`config.mk`:
```
export PLATFORM = sky130hd
export DESIGN_NAME = vcfg_ctx_unit
export DESIGN_NICKNAME = d
export VERILOG_FILES = /design/src/rtl/rvvLitePkg.sv /design/src/rtl/vcfg_vlmax_calc.sv /design/src/rtl/vcfg_ctx_unit.sv
export SDC_FILE = /design/constraint.sdc
export NUM_CORES = 1
export LEC_CHECK = 0
export BUFFER_PORTS_ARGS = -buffer_cell sky130_fd_sc_hd__buf_2
export CORE_MARGIN = 2
export CORE_UTILIZATION = 60
export CTS_BUF_LIST = sky130_fd_sc_hd__clkbuf_8
export DETAILED_ROUTE_END_ITERATION = 7
export HOLD_SLACK_MARGIN = 0.02
export PLACE_DENSITY = 0.87
export SETUP_SLACK_MARGIN = 0.2
export SYNTH_ARGS = -nofsm -noshare
export SYNTH_HDL_FRONTEND = slang
export SYNTH_HIERARCHICAL = 1
export SYNTH_SLANG_ARGS = --single-unit
```
`constraint.sdc`:
```
create_clock -name clk -period 8.6 [get_ports clk]
set_input_delay 1.72 -clock clk [delete_from_list [all_inputs] [get_ports clk]]
set_output_delay 1.72 -clock clk [all_outputs]
set_load 0.005 [all_outputs]
```
`src/rtl/rvvLitePkg.sv`:
```
// Shared types for the CXU vector configuration unit: the vtype register
// layout, the raw instruction type and the VSET* decode helper.
package rvvLitePkg;

  localparam int XLEN = 32;

  typedef logic [31:0] vcfg_instruction_t;

  typedef struct packed {
    logic             vill;
    logic [XLEN-10:0] zeros;
    logic             vma;
    logic             vta;
    logic [2:0]       vsew;
    logic [2:0]       vlmul;
  } vtype_t;

  typedef enum logic [1:0] {
    OP_NONE     = 2'd0,
    OP_VSETVLI  = 2'd1,
    OP_VSETIVLI = 2'd2,
    OP_VSETVL   = 2'd3
  } vcfg_op_e;

  // vtype written for any rejected configuration: only vill set.
  localparam vtype_t VTYPE_ILLEGAL = vtype_t'({1'b1, {(XLEN-1){1'b0}}});

  // OP-V major opcode with funct3=OPCFG; bits [31:25] select the variant.
  function automatic vcfg_op_e vcfg_decode(input vcfg_instruction_t insn);
    casez (insn)
      32'b0????????????????111?????1010111: return OP_VSETVLI;
      32'b11???????????????111?????1010111: return OP_VSETIVLI;
      32'b1000000??????????111?????1010111: return OP_VSETVL;
      default:                              return OP_NONE;
    endcase
  endfunction

endpackage

```
`src/rtl/vcfg_vlmax_calc.sv`:
```
// Combinational vtype legality check, VLMAX and resulting vl for one AVL.
module vcfg_vlmax_calc
  import rvvLitePkg::*;
#(
  parameter int VLEN = 256,
  parameter int ELEN = 32,
  localparam int VL_BITS = $clog2(VLEN) + 1
) (
  input  vtype_t              vtype_i,
  input  logic [XLEN-1:0]     avl_i,
  output logic                vill_o,
  output logic [VL_BITS-1:0]  vlmax_o,
  output logic [VL_BITS-1:0]  vl_o
);

  localparam logic [VL_BITS-1:0] VLMAX_E8_M1 = VL_BITS'(VLEN / 8);
  localparam logic [31:0]        ELEN_W      = 32'(ELEN);

  logic [31:0]        sew_w;
  logic [2:0]         frac_sh;
  logic               frac;
  logic [VL_BITS-1:0] base;
  logic               unused_policy;

  // Tail/mask policy bits do not affect legality or VLMAX.
  assign unused_policy = vtype_i.vma ^ vtype_i.vta;

  // Legality, VLMAX and the AVL clamp; the AVL compare is done at full XLEN.
  always_comb begin
    sew_w   = 32'd8 << vtype_i.vsew;
    frac    = vtype_i.vlmul[2] && (vtype_i.vlmul != 3'b100);
    // 8 - vlmul, in modulo-8 arithmetic, for vlmul 5..7.
    frac_sh = 3'd0 - vtype_i.vlmul;
    base    = VLMAX_E8_M1 >> vtype_i.vsew;
    vill_o  = vtype_i.vill
           || (|vtype_i.zeros)
           || (vtype_i.vlmul == 3'b100)
           || (sew_w > ELEN_W)
           || (frac && (sew_w > (ELEN_W >> frac_sh)));
    if (vill_o) begin
      vlmax_o = '0;
    end else if (frac) begin
      vlmax_o = base >> frac_sh;
    end else begin
      vlmax_o = base << vtype_i.vlmul[1:0];
    end
    if (avl_i >= XLEN'(vlmax_o)) begin
      vl_o = vlmax_o;
    end else begin
      vl_o = avl_i[VL_BITS-1:0];
    end
  end

endmodule

```
`src/rtl/vcfg_ctx_unit.sv`:
```
// Multi-context VSET* execution unit: decodes the request, computes the new
// vl/vtype for the addressed context and returns vl for rd writeback.
module vcfg_ctx_unit
  import rvvLitePkg::*;
#(
  parameter int VLEN    = 256,
  parameter int ELEN    = 32,
  parameter int NUM_CTX = 4,
  localparam int VL_BITS  = $clog2(VLEN) + 1,
  localparam int CTX_BITS = (NUM_CTX > 1) ? $clog2(NUM_CTX) : 1
) (
  input  logic                clk,
  input  logic                rst_n,
  input  logic                req_valid,
  output logic                req_ready,
  input  logic [CTX_BITS-1:0] req_ctx,
  input  vcfg_instruction_t   req_insn,
  input  logic [XLEN-1:0]     req_rs1,
  input  logic [XLEN-1:0]     req_rs2,
  output logic                resp_valid,
  input  logic                resp_ready,
  output logic [CTX_BITS-1:0] resp_ctx,
  output logic [XLEN-1:0]     resp_vl,
  output logic                resp_vill,
  input  logic [CTX_BITS-1:0] rd_ctx,
  output logic [VL_BITS-1:0]  rd_vl,
  output vtype_t              rd_vtype,
  output logic [VL_BITS-1:0]  rd_vlmax
);

  localparam logic [1:0] S_IDLE = 2'd0;
  localparam logic [1:0] S_CALC = 2'd1;
  localparam logic [1:0] S_RESP = 2'd2;

  logic [1:0]          state_q, state_d;
  logic [CTX_BITS-1:0] ctx_q, ctx_d;
  vcfg_op_e            op_q, op_d;
  vtype_t              cand_q, cand_d;
  logic [XLEN-1:0]     avl_q, avl_d;
  logic [XLEN-1:0]     resp_vl_q, resp_vl_d;
  logic                resp_vill_q, resp_vill_d;
  logic                ctx_we;

  logic [VL_BITS-1:0]  ctx_vl_q    [NUM_CTX];
  vtype_t              ctx_vtype_q [NUM_CTX];

  vcfg_op_e            dec_op;
  vtype_t              dec_vtype;
  logic [XLEN-1:0]     dec_avl;

  logic                calc_vill;
  logic [VL_BITS-1:0]  calc_vlmax;
  logic [VL_BITS-1:0]  calc_vl;
  logic                new_vill;
  logic [VL_BITS-1:0]  new_vl;
  vtype_t              new_vtype;

  logic                rd_vill_unused;
  logic [VL_BITS-1:0]  rd_vl_unused;

  // Request decode: candidate vtype and AVL source, evaluated at acceptance.
  always_comb begin
    dec_op    = vcfg_decode(req_insn);
    dec_vtype = '0;
    dec_avl   = '0;
    case (dec_op)
      OP_VSETIVLI: begin
        dec_vtype = vtype_t'(XLEN'(req_insn[29:20]));
        dec_avl   = XLEN'(req_insn[19:15]);
      end
      OP_VSETVLI, OP_VSETVL: begin
        dec_vtype = (dec_op == OP_VSETVLI) ? vtype_t'(XLEN'(req_insn[30:20]))
                                           : vtype_t'(req_rs2);
        if (req_insn[19:15] != 5'd0) begin
          dec_avl = req_rs1;
        end else if (req_insn[11:7] != 5'd0) begin
          dec_avl = '1;
        end else begin
          // Keep-vl form: the context's vl as it stands now.
          dec_avl = XLEN'(ctx_vl_q[req_ctx]);
        end
      end
      default: ;
    endcase
  end

  vcfg_vlmax_calc #(
    .VLEN (VLEN),
    .ELEN (ELEN)
  ) u_calc (
    .vtype_i (cand_q),
    .avl_i   (avl_q),
    .vill_o  (calc_vill),
    .vlmax_o (calc_vlmax),
    .vl_o    (calc_vl)
  );

  // Final result of the CALC cycle; unrecognised encodings are illegal too.
  always_comb begin
    new_vill  = calc_vill || (op_q == OP_NONE);
    new_vl    = new_vill ? '0 : calc_vl;
    new_vtype = new_vill ? VTYPE_ILLEGAL : cand_q;
  end

  // Control FSM and request/response next-state.
  always_comb begin
    state_d     = state_q;
    ctx_d       = ctx_q;
    op_d        = op_q;
    cand_d      = cand_q;
    avl_d       = avl_q;
    resp_vl_d   = resp_vl_q;
    resp_vill_d = resp_vill_q;
    ctx_we      = 1'b0;
    case (state_q)
      S_IDLE: begin
        if (req_valid) begin
          ctx_d   = req_ctx;
          op_d    = dec_op;
          cand_d  = dec_vtype;
          avl_d   = dec_avl;
          state_d = S_CALC;
        end
      end
      S_CALC: begin
        ctx_we      = 1'b1;
        resp_vl_d   = XLEN'(new_vl);
        resp_vill_d = new_vill;
        state_d     = S_RESP;
      end
      S_RESP: begin
        if (resp_ready) begin
          state_d = S_IDLE;
        end
      end
      default: state_d = S_IDLE;
    endcase
  end

  // FSM, latched request and response registers.
  always_ff @(posedge clk) begin
    if (!rst_n) begin
      state_q     <= S_IDLE;
      ctx_q       <= '0;
      op_q        <= OP_NONE;
      cand_q      <= '0;
      avl_q       <= '0;
      resp_vl_q   <= '0;
      resp_vill_q <= 1'b0;
    end else begin
      state_q     <= state_d;
      ctx_q       <= ctx_d;
      op_q        <= op_d;
      cand_q      <= cand_d;
      avl_q       <= avl_d;
      resp_vl_q   <= resp_vl_d;
      resp_vill_q <= resp_vill_d;
    end
  end

  // Per-context vl/vtype file; only the latched context is ever written.
  always_ff @(posedge clk) begin
    if (!rst_n) begin
      for (int i = 0; i < NUM_CTX; i++) begin
        ctx_vl_q[i]    <= '0;
        ctx_vtype_q[i] <= VTYPE_ILLEGAL;
      end
    end else if (ctx_we) begin
      ctx_vl_q[ctx_q]    <= new_vl;
      ctx_vtype_q[ctx_q] <= new_vtype;
    end
  end

  assign req_ready  = (state_q == S_IDLE);
  assign resp_valid = (state_q == S_RESP);
  assign resp_ctx   = ctx_q;
  assign resp_vl    = resp_vl_q;
  assign resp_vill  = resp_vill_q;

  assign rd_vl    = ctx_vl_q[rd_ctx];
  assign rd_vtype = ctx_vtype_q[rd_ctx];

  vcfg_vlmax_calc #(
    .VLEN (VLEN),
    .ELEN (ELEN)
  ) u_rd_calc (
    .vtype_i (rd_vtype),
    .avl_i   ('0),
    .vill_o  (rd_vill_unused),
    .vlmax_o (rd_vlmax),
    .vl_o    (rd_vl_unused)
  );

endmodule

```
* After elaboration in Yosys (flattened, before gate mapping) *
Memories as Yosys holds them, arrays and structs flattened.
Index checks and enable logic that the tools add are counted.

word-level totals
  register bits = 80
  RAM bits = 164
  output and inout bits = 87
  word-level logic and storage cells = 96
  memories = 2

operators by class
  add/sub/neg operators = 2
  order comparisons = 5
  equal/unequal tests = 14
  shifts and indexed selects = 10
  mux-type cells = 27
  reduce and logical (&&, ||, !) cells = 24

memory list
  memory       words  width  read ports  clocked after memory_dff  wr ports  RTL line             RTL
  ctx_vtype_q  4      32     1           0                         4         vcfg_ctx_unit.sv:45  vtype_t ctx_vtype_q [NUM_CTX];
  ctx_vl_q     4      9      2           0                         4         vcfg_ctx_unit.sv:44  logic [VL_BITS-1:0] ctx_vl_q [NUM_CTX];

operators with widths
  cell                                                                     count
  32-bit 2-to-1 mux                                                        5
  32-bit one-hot mux with 2 select lines                                   2
  32-bit > comparator                                                      2
  32-bit by 6-bit > comparator with 1-bit output, second input constant    2
  4-bit by 3-bit left shift with 32-bit output, first input constant       2
  6-bit by 3-bit right shift with 32-bit output, first input constant      2
  9-bit 2-to-1 mux                                                         7
  23-bit OR reduction                                                      2
  32-bit by 9-bit greater-or-equal comparator with 1-bit output            1
  32-bit OR reduction                                                      1
  9-bit by 2-bit left shift with 9-bit output                              2
  6-bit by 3-bit right shift with 9-bit output, first input constant       2
  9-bit by 3-bit right shift with 9-bit output                             2
  17-bit equality test, second input constant                              1
  12-bit equality test, second input constant                              1
  2-bit one-hot mux with 3 select lines                                    2
  11-bit by 10-bit equality test with 1-bit output, second input constant  1
  5-bit nonzero test                                                       2
  1-bit logical OR                                                         9
  9-bit OR reduction                                                       1
  2-bit 2-to-1 mux                                                         4
  1-bit 2-to-1 mux                                                         7
  2-bit equality test, second input constant                               3
  3-bit equality test, second input constant                               2
  other kinds (9)                                                          17

* Logic depth before layout (Yosys ltp) *
Gate-level depths: netlist of the first run.

  word-level depth = 10
  gate-level depth with buffers = 21
  gate-level depth less buffers = 19

* Modules after synthesis *
Netlist of the first run, hierarchy kept.

by module, submodules not included
  module           times used  cells an instance  area each (um^2)  sequential area each (um^2)
  vcfg_ctx_unit    1           826                10,276.1          6,526.3
  vcfg_vlmax_calc  2           142                1,071.0           0.0

* Worst setup path after synthesis of the first run *
OpenSTA, ideal clock, no wires.

  path type = input -> output
  start = input port rd_ctx[0]
  end = output port rd_vlmax[0]
  arrival time = 5.158 ns
  path slack = 1.722 ns
  cell stages on the path = 15
  path buffers = 4
  cells stage by stage = clkbuf_1 -> buf_2 -> mux4_2 -> buf_2 -> inv_1 -> ha_1 -> inv_1 -> ha_1 -> clkbuf_1 -> nand2b_1 -> ha_1 -> a21o_1 -> a21o_1 -> a311o_4 -> a211oi_2

RTL lines
  element          RTL line             RTL
  start, declared  vcfg_ctx_unit.sv:25  input logic [CTX_BITS-1:0] rd_ctx,
  end, declared    vcfg_ctx_unit.sv:28  output logic [VL_BITS-1:0] rd_vlmax

* Worst setup path in the final report of the first run *
  start = input port rd_ctx[0]
  end = output port rd_vlmax[2]

between the ends
  word-level cells in the longest chain between the ends = 7
  elaborated cells between the ends (all ways) = 20
  classes of those cells = 1 x add/sub; 2 x order compare; 2 x eq/ne; 5 x shift; 2 x mux; 7 x reduce/logical; 1 x memory

ends and longest elaborated chain
  element                                                                             RTL line                                      RTL
  memory 4 x 32 bit *                                                                 n/a
  1-bit by 3-bit subtractor with 3-bit output or 23-bit OR reduction (tied branches)  vcfg_vlmax_calc.sv:33, vcfg_vlmax_calc.sv:36
  6-bit by 3-bit right shift with 32-bit output or 1-bit logical OR (tied branches)   vcfg_vlmax_calc.sv:39, vcfg_vlmax_calc.sv:36
  32-bit > comparator or 1-bit logical OR (tied branches)                             vcfg_vlmax_calc.sv:39, vcfg_vlmax_calc.sv:37
  1-bit logical AND or 1-bit logical OR (tied branches)                               vcfg_vlmax_calc.sv:39, vcfg_vlmax_calc.sv:38
  1-bit logical OR *                                                                  vcfg_vlmax_calc.sv:39                         || (frac && (sew_w > (ELEN_W >> frac_sh)));
  named net rd_vill_unused                                                            vcfg_ctx_unit.sv:58                           logic rd_vill_unused;
  9-bit 2-to-1 mux *                                                                  vcfg_vlmax_calc.sv:40                         if (vill_o) begin

The timed path passes the listed nets; every way through them passes the cells marked *.

==> impl_summary.md, run 1 <==
Route
The remaining antenna violation count after routing is 0. The routed wire length per instance is 20.4 um. The remaining design rule violation count is 0. Before antenna repair, the detailed router went through 6 iterations. The total number of vias is 9265. Summed over all layers, the routed wires come to 30700 um.

In the routed layout, each cell is associated on average with a via count of 6.15. In this run, the number of DRC markers left after iteration 0 of detailed routing was 1184.

Clocking
No sink is reached through more buffers than the 3 on the longest clock path. The post-cts resize count is 0. The number of post-CTS setup repair buffers is 0. The clock sink count is 244.

The insertion delay to the later sink of the worst-skew pair is 0.55 ns. The buffer type at the clock tree root is sky130_fd_sc_hd__clkbuf_8. The clock tree synthesis step divided the H-tree into 2 levels.

After clock tree synthesis, the clock-pin slew on the worst setup and hold paths is 0.06 ns. TritonCTS built the clock tree. The number of buffers inserted by hold repair at cts is 0. The number of buffers created by CTS is 39.

Timing
The post-route fraction of the period consumed by the critical path is 82.0%. The maximum achievable frequency is 142 MHz. The setup slack of the critical path after layout is 1.54 ns. The number of endpoints with negative hold slack in the final report is 0. Setup repair after global routing left no endpoint under its margin. The setup violation total in the final timing report is 0. After layout, the minimum clock period comes to 7.06 ns. The slew at the pin closest to its max-slew limit is 1.14 ns.

The relative slew slack is 23.7%. The total negative setup slack is 0 ns. The largest clock skew in the final design is 0.0186 ns.

The final count of pins violating max slew was 0.

Synthesis
During synthesis, Yosys emitted a total of 6 warnings. The gate count after technology mapping is 1064. The post-synthesis average cell area is 11.3 sq um. The post-synthesis cell area is 12000 sq um.

Min path
The type of the most critical hold path is flip-flop to flip-flop. The worst hold path was traced through 2 stages. In this run the most critical hold path is launched from resp_vl[2]$_SDFFE_PN0N_.

Worst setup path
The most critical setup path has its startpoint at rd_ctx[0]. The most critical setup path has its endpoint at rd_vlmax[2]. The worst setup path is launched from an input pin.

The minimum setup slack among reg-to-reg paths is 3.14 ns. For the worst setup path, the data required time is 6.88 ns. The worst-case reg-to-reg path depth is 18. The endpoint of the lowest-slack register-to-register path is ctx_vl_q[0][5]$_SDFFCE_PN0P_. The category of the most critical setup path is input pin to output pin.

The critical path capture point type is an output pin. In this run the critical register-to-register path is launched from cand_q[0]$_SDFFE_PN0P_. Along the worst path, the maximum fanout reaches 30. For the worst setup path, the data arrival time is 5.34 ns.

Place
Buffers placed on the I/O ports in this run total 167. At the end of routability-driven placement, the weighted congestion stood at 0.917. Detailed placement ended at an HPWL of 20300 um. Summing all placed instances gives a cell area of 12900 sq um. Timing analysis after detailed placement gives a worst setup slack of 1.50 ns.

GRT
The largest net degree at the start of global routing is 43. Summed over all layers, the global routing overflow is 0. The number of global-route vias before repair was 8981.

The first global-routing pass estimated 47700 um of wire. Global routing used 28.7% of the available tracks across all layers. The initial antenna violation count is 0.

Floorplanning
The number of cell rows is 51. The overall die height is 146 um. Once the floorplan was initialized, standard cells occupied 61.5% of the core.

From left edge to right edge, the die measures 146 um. The area of the core region is 19600 sq um. The die area is 21200 sq um. The number of ports placed on the die boundary is 191.

Pwr
Across the VDD grid, the largest voltage drop is 105 uV. The static power due to leakage is 5.60 nW. The ratio of total power to cell area is 177 nW/um^2.

Layout
The summed area of non-filler cells in the final layout is 13600 sq um. The final core utilization is 69.3%. The total of fill cells in the finished design is 1357. The net total in the final layout is 1347. The layout overhead on the synthesized area is 12.8%.

In the final layout, the share of cells above drive strength 1 is 27.4%. The total inserted antenna cells is 0.

Job
The number of violations of the max-capacitance limit is 0.

Status
The run finished with clean final reports.
worst min path at each step:
stage / slack [ns] / end
6_report: 0.44 / resp_vl[2]$_SDFFE_PN0N_
3_3_place_gp: 0.43 / resp_vl[2]$_SDFFE_PN0N_
2_1_floorplan: 0.43 / avl_q[29]$_SDFFE_PN0P_
4_1_cts: 0.44 / resp_vl[2]$_SDFFE_PN0N_
5_1_grt: 0.47 / resp_vl[0]$_SDFFE_PN0N_
3_5_place_dp: 0.43 / resp_vl[2]$_SDFFE_PN0N_
cells in the final DEF, fill, tap and decap left out, types with 9 or more instances in the layout:
cell type                  instances
sky130_fd_sc_hd__clkbuf_8         40
sky130_fd_sc_hd__nand2_1         108
sky130_fd_sc_hd__edfxtp_1        164
sky130_fd_sc_hd__a32oi_1          27
sky130_fd_sc_hd__buf_4            13
sky130_fd_sc_hd__mux4_2           50
sky130_fd_sc_hd__a21oi_1          14
sky130_fd_sc_hd__nand2b_1         12
sky130_fd_sc_hd__dfxtp_1          80
sky130_fd_sc_hd__nor3_1           14
sky130_fd_sc_hd__nor4_1           21
sky130_fd_sc_hd__nand3_1          12
sky130_fd_sc_hd__nor2_1          194
sky130_fd_sc_hd__inv_1            74
sky130_fd_sc_hd__o21ai_2          20
sky130_fd_sc_hd__ha_1             29
sky130_fd_sc_hd__buf_2           167
sky130_fd_sc_hd__o22ai_1           9
sky130_fd_sc_hd__conb_1           23
sky130_fd_sc_hd__o21ai_0          20
where the power goes:
group / internal [mW] / switching, mW
registers: 1.28 / 0.0127
clock network: 0.438 / 0.454
logic: 0.0902 / 0.134
total: 1.81 / 0.600
critical path, stage by stage:
cell and delay (ns):
sky130_fd_sc_hd__buf_2 0.35, sky130_fd_sc_hd__buf_4 0.59, sky130_fd_sc_hd__mux4_2 0.62, sky130_fd_sc_hd__ha_1 0.47
sky130_fd_sc_hd__nand2b_1 0.21, sky130_fd_sc_hd__ha_1 0.29, sky130_fd_sc_hd__a21o_1 0.18, sky130_fd_sc_hd__a21o_1 0.18
sky130_fd_sc_hd__a311o_4 0.42, sky130_fd_sc_hd__a211oi_2 0.16, sky130_fd_sc_hd__buf_2 0.14
area by class of cell:
type                       instances  area (sq um)  area share [%]
inverter                          59           221            1.63
clock inverter                    29           135           0.995
tap                              265           332            2.44
sequential                       244          6530            48.0
clock buffer                      40           551            4.05
multi-input combinational        690          4890            36.0
timing repair buffer             180           933            6.87
state kept, by name, indices dropped and copies added, names as in the netlist:
signal,count
ctx_vtype_q,128
ctx_vl_q,36
avl_q,32
cand_q,32
resp_vl,9
op_q,2
resp_ctx,2
state_q,2
resp_vill,1
stage by stage:
step                      power [mW]  hold slack [ns]  std cells
after floorplan                 1.46            0.425       1086
after global placement          1.53            0.427       1438
after detailed placement        1.54            0.433       1438
after CTS                       2.41            0.443       1507
after global routing            2.49            0.471       1507
final                           2.41            0.440       1507
layer usage:
metal  track usage [%]  routed length, um  share of wire, %
met4              13.5               1450               4.7
met2              47.1              15000                49
met1              36.8              11000                36
met5                 0                  0                 0
met3              6.30               3280                11
No activity file was read; power rests on OpenSTA's default activity.
==> inputs of run 2 (changes only) <==
--- a/config.mk
+++ b/config.mk
@@ -5,13 +5,14 @@
 export SDC_FILE = /design/constraint.sdc
 export NUM_CORES = 1
 export LEC_CHECK = 0
+export ABC_AREA = 1
 export BUFFER_PORTS_ARGS = -buffer_cell sky130_fd_sc_hd__buf_2
 export CORE_MARGIN = 2
 export CORE_UTILIZATION = 60
 export CTS_BUF_LIST = sky130_fd_sc_hd__clkbuf_8
 export DETAILED_ROUTE_END_ITERATION = 7
 export HOLD_SLACK_MARGIN = 0.02
-export PLACE_DENSITY = 0.87
+export PLACE_DENSITY = 0.86
 export SETUP_SLACK_MARGIN = 0.2
 export SYNTH_ARGS = -nofsm -noshare
 export SYNTH_HDL_FRONTEND = slang
==> constraint.sdc (replaced) <==
create_clock -name clk -period 6.8 [get_ports clk]
set_input_delay 1.36 -clock clk [delete_from_list [all_inputs] [get_ports clk]]
set_output_delay 1.36 -clock clk [all_outputs]
set_load 0.005 [all_outputs]
==> run 2 against run 1 <==
Die area rose by 8.3%. Final area rose by 9.0%. Clock skew rose by 0.022 ns. Critical endpoint is now rd_vlmax[1]. Cell count rose by 35%. Largest cell class unchanged. Flip-flop and latch count did not move. Global-route usage rose by 2.3 points. First-iteration DRC count rose by 0.51%. Core utilization fell by 0.83 points. Hold slack improved by 0.039 ns. Highest routed layer unchanged. Clock-buffer cell count rose by 8.
==> impl_summary.md, run 2 <==
Status
Status: complete, no violations (unchanged).

Floorplanning
The overall die height is 152 um (was 146 um). The overall die width is 152 um (was 146 um). The initial cell density of the core is 60.5% (was 61.5%).

The die area came to 23000 sq um (was 21200 sq um). The number of ports placed on the die boundary is 191 (unchanged). The number of cell rows is 54 (was 51). The area of the core region came to 21600 sq um (was 19600 sq um).

Clocking
The number of buffers on the longest clock path is 3 (unchanged). The number of buffers created by CTS came to 39 (unchanged). The maximum level of the CTS H-tree is 2 (unchanged). The clock input transition at the sequential cells of the worst setup and hold paths is 0.06 ns (about the same). The CTS tree is done (unchanged). The clock sink count is 244 (unchanged). The insertion delay to the later sink of the worst-skew pair was 0.57 ns (was 0.55 ns). The buffer type at the clock tree root is sky130_fd_sc_hd__clkbuf_8 (unchanged). The post-cts resize count is 0 (unchanged). The number of post-CTS setup repair buffers is 0 (unchanged).

The number of buffers inserted by hold repair at cts is 0 (unchanged).

GRT
The global-route wire length before repair is 55700 um (was 47700 um). The overflow left after global routing is 0 (unchanged). The number of global-route vias before repair came to 11233 (was 8981). The largest net degree at the start of global routing came to 69 (was 43).

The all-layer global routing usage is 31.0% (was 28.7%). The initial antenna violation count came to 1 (was 0).

Synthesis
The number of warnings reported in the yosys synthesis log is 6 (unchanged). The post-synthesis average cell area was 8.29 sq um (was 11.3 sq um). The post-synthesis cell area is 13100 sq um (was 12000 sq um).

The gate count after technology mapping is 1578 (was 1064).

Timing
The maximum achievable frequency is 165 MHz. The total negative setup slack is 0 ns (unchanged). The slew at the pin closest to its max-slew limit was 0.972 ns (was 1.14 ns). The number of endpoints with negative hold slack in the final report is 0 (unchanged).

The final critical-path required period is 6.04 ns. The final count of pins violating max slew is 0 (unchanged). The largest clock skew in the final design came to 0.0410 ns (was 0.0186 ns). Unrepaired setup endpoints after global routing: no (unchanged). The relative slew slack is 35.0% (was 23.7%). The setup violation total in the final timing report was 0 (unchanged).

Of the available clock period, the critical path in the final layout requires 88.9%.

Place
The half-perimeter wire length after placement is 23900 um (was 20300 um). The cell count after placement came to 1963 (was 1438). The number of I/O port buffers is 167 (unchanged). The final weighted congestion in routability-driven placement is 0.951 (was 0.917).

Pwr
The static power due to leakage is 6.59 nW (was 5.60 nW). The post-route total power was 3.37 mW (was 2.41 mW). The largest vdd supply drop is 138 uV (was 105 uV). The ratio of total power to cell area is 228 nW/um^2 (was 177 nW/um^2).

Route
The per-cell via count in the routed design was 5.74 (was 6.15). The violation count after the first detailed-route iteration is 1190 (was 1184). The remaining antenna violation count after routing is 0 (unchanged). The total wirelength of the detailed-routed design came to 35700 um (was 30700 um). The number of iterations in the first detailed-routing pass came to 6 (unchanged). The routed wire length per instance is 17.5 um (was 20.4 um).

The remaining design rule violation count is 0 (unchanged). The total number of vias was 11695 (was 9265).

Layout
The number of flip-flops under the largest register name is 128 (unchanged). The share of final-layout standard cells stronger than drive strength 1 is 20.5% (was 27.4%). The top register by number of flip-flops is ctx_vtype_q (unchanged). The sequential standard cell area is 6530 sq um (unchanged).

Largest registers in the final layout: ctx_vtype_q (128), ctx_vl_q (36) (unchanged). The combined area of the multi-input logic cells is 5540 sq um (was 4890 sq um). The number of standard cells in the final layout excluding fillers was 2036 (was 1507). The most common cell after layout, fill and taps aside is sky130_fd_sc_hd__nor2_1 (unchanged). The layout overhead on the synthesized area is 13.2% (was 12.8%). The total of fill cells in the finished design is 1652 (was 1357). The net total in the final layout is 1857 (was 1347). Highest-count cells in the layout ignoring fill and taps: 312 x sky130_fd_sc_hd__nor2_1, 299 x sky130_fd_sc_hd__nand2_1, 167 x sky130_fd_sc_hd__buf_2 (was 194 x sky130_fd_sc_hd__nor2_1, 167 x sky130_fd_sc_hd__buf_2, 164 x sky130_fd_sc_hd__edfxtp_1).

Job
The number of violations of the max-capacitance limit is 0 (unchanged).

Worst setup path
The data arrival time at the worst-slack endpoint is 4.68 ns (was 5.34 ns). The type of element launching the critical path is an input pin (unchanged). The maximum fanout count along the critical path came to 31 (was 30). The critical path capture point type is an output pin (unchanged). The data required time of the critical path came to 5.44 ns (was 6.88 ns). The category of the most critical setup path was input pin to output pin (unchanged).

Min path
The type of the most critical hold path is flip-flop to flip-flop (unchanged).
## run 2: area by class of cell
| cell class | count | share of cell area, % |
|---|---|---|
| antenna | 1 | 0.0169 |
| clock buffer | 48 | 4.46 |
| clock inverter | 24 | 1.43 |
| inverter | 142 | 3.60 |
| multi-input combinational | 1110 | 37.4 |
| sequential | 244 | 44.1 |
| tap | 280 | 2.36 |
| timing repair buffer | 187 | 6.66 |
## run 2: worst max-delay path: stages
cell and delay (ns):
sky130_fd_sc_hd__buf_2 0.24, sky130_fd_sc_hd__inv_2 0.42, sky130_fd_sc_hd__o21ai_0 0.15, sky130_fd_sc_hd__o22ai_1 0.40, sky130_fd_sc_hd__inv_1 0.22, sky130_fd_sc_hd__ha_1 0.26
sky130_fd_sc_hd__inv_1 0.06, sky130_fd_sc_hd__ha_1 0.28, sky130_fd_sc_hd__inv_2 0.15, sky130_fd_sc_hd__nand2_1 0.07, sky130_fd_sc_hd__ha_1 0.32, sky130_fd_sc_hd__nand3_1 0.09
sky130_fd_sc_hd__o21bai_1 0.16, sky130_fd_sc_hd__nand2_2 0.14, sky130_fd_sc_hd__nand3_1 0.11, sky130_fd_sc_hd__nor2_2 0.11, sky130_fd_sc_hd__buf_2 0.11
## run 2: worst paths after layout
path                               start                      endpoint  slack (ns)  depth (start not counted)
setup / recovery               rd_ctx[0]                   rd_vlmax[1]        0.76                         17
hold / removal      op_q[1]$_SDFFE_PN0P_          op_q[1]$_SDFFE_PN0P_        0.48                          2
setup reg to reg  cand_q[0]$_SDFFE_PN0P_  ctx_vl_q[1][0]$_SDFFCE_PN0P_        1.91                         22
hold reg to reg     op_q[1]$_SDFFE_PN0P_          op_q[1]$_SDFFE_PN0P_        0.48                          2
## run 2: metal layers
layer  up-vias  track usage (%)  routed length, um
met5         -                0                  0
met2       729             51.9              17300
met1      5361             39.8              13400
li1       5509                -                  -
met3        96             5.48               3800
met4         0             13.5               1170
## run 2: power by group
group	switching (mW)	total [mW]	leakage, nW	internal, mW
clock network	0.612	1.38	0.481	0.766
registers	0.0189	1.64	2.33	1.62
logic	0.241	0.353	3.77	0.111
## run 2: per-stage QoR
step	cell area [sq um]	util (%)	hold WS [ns]	setup slack, ns
finish	14800	68.5	0.479	0.756
global route	14800	68.5	0.488	0.447
CTS	14800	68.5	0.476	0.784
detailed placement	13900	64.5	0.467	0.782
global placement	13900	64.5	0.457	0.962
floorplan	13200	-	0.445	1.30
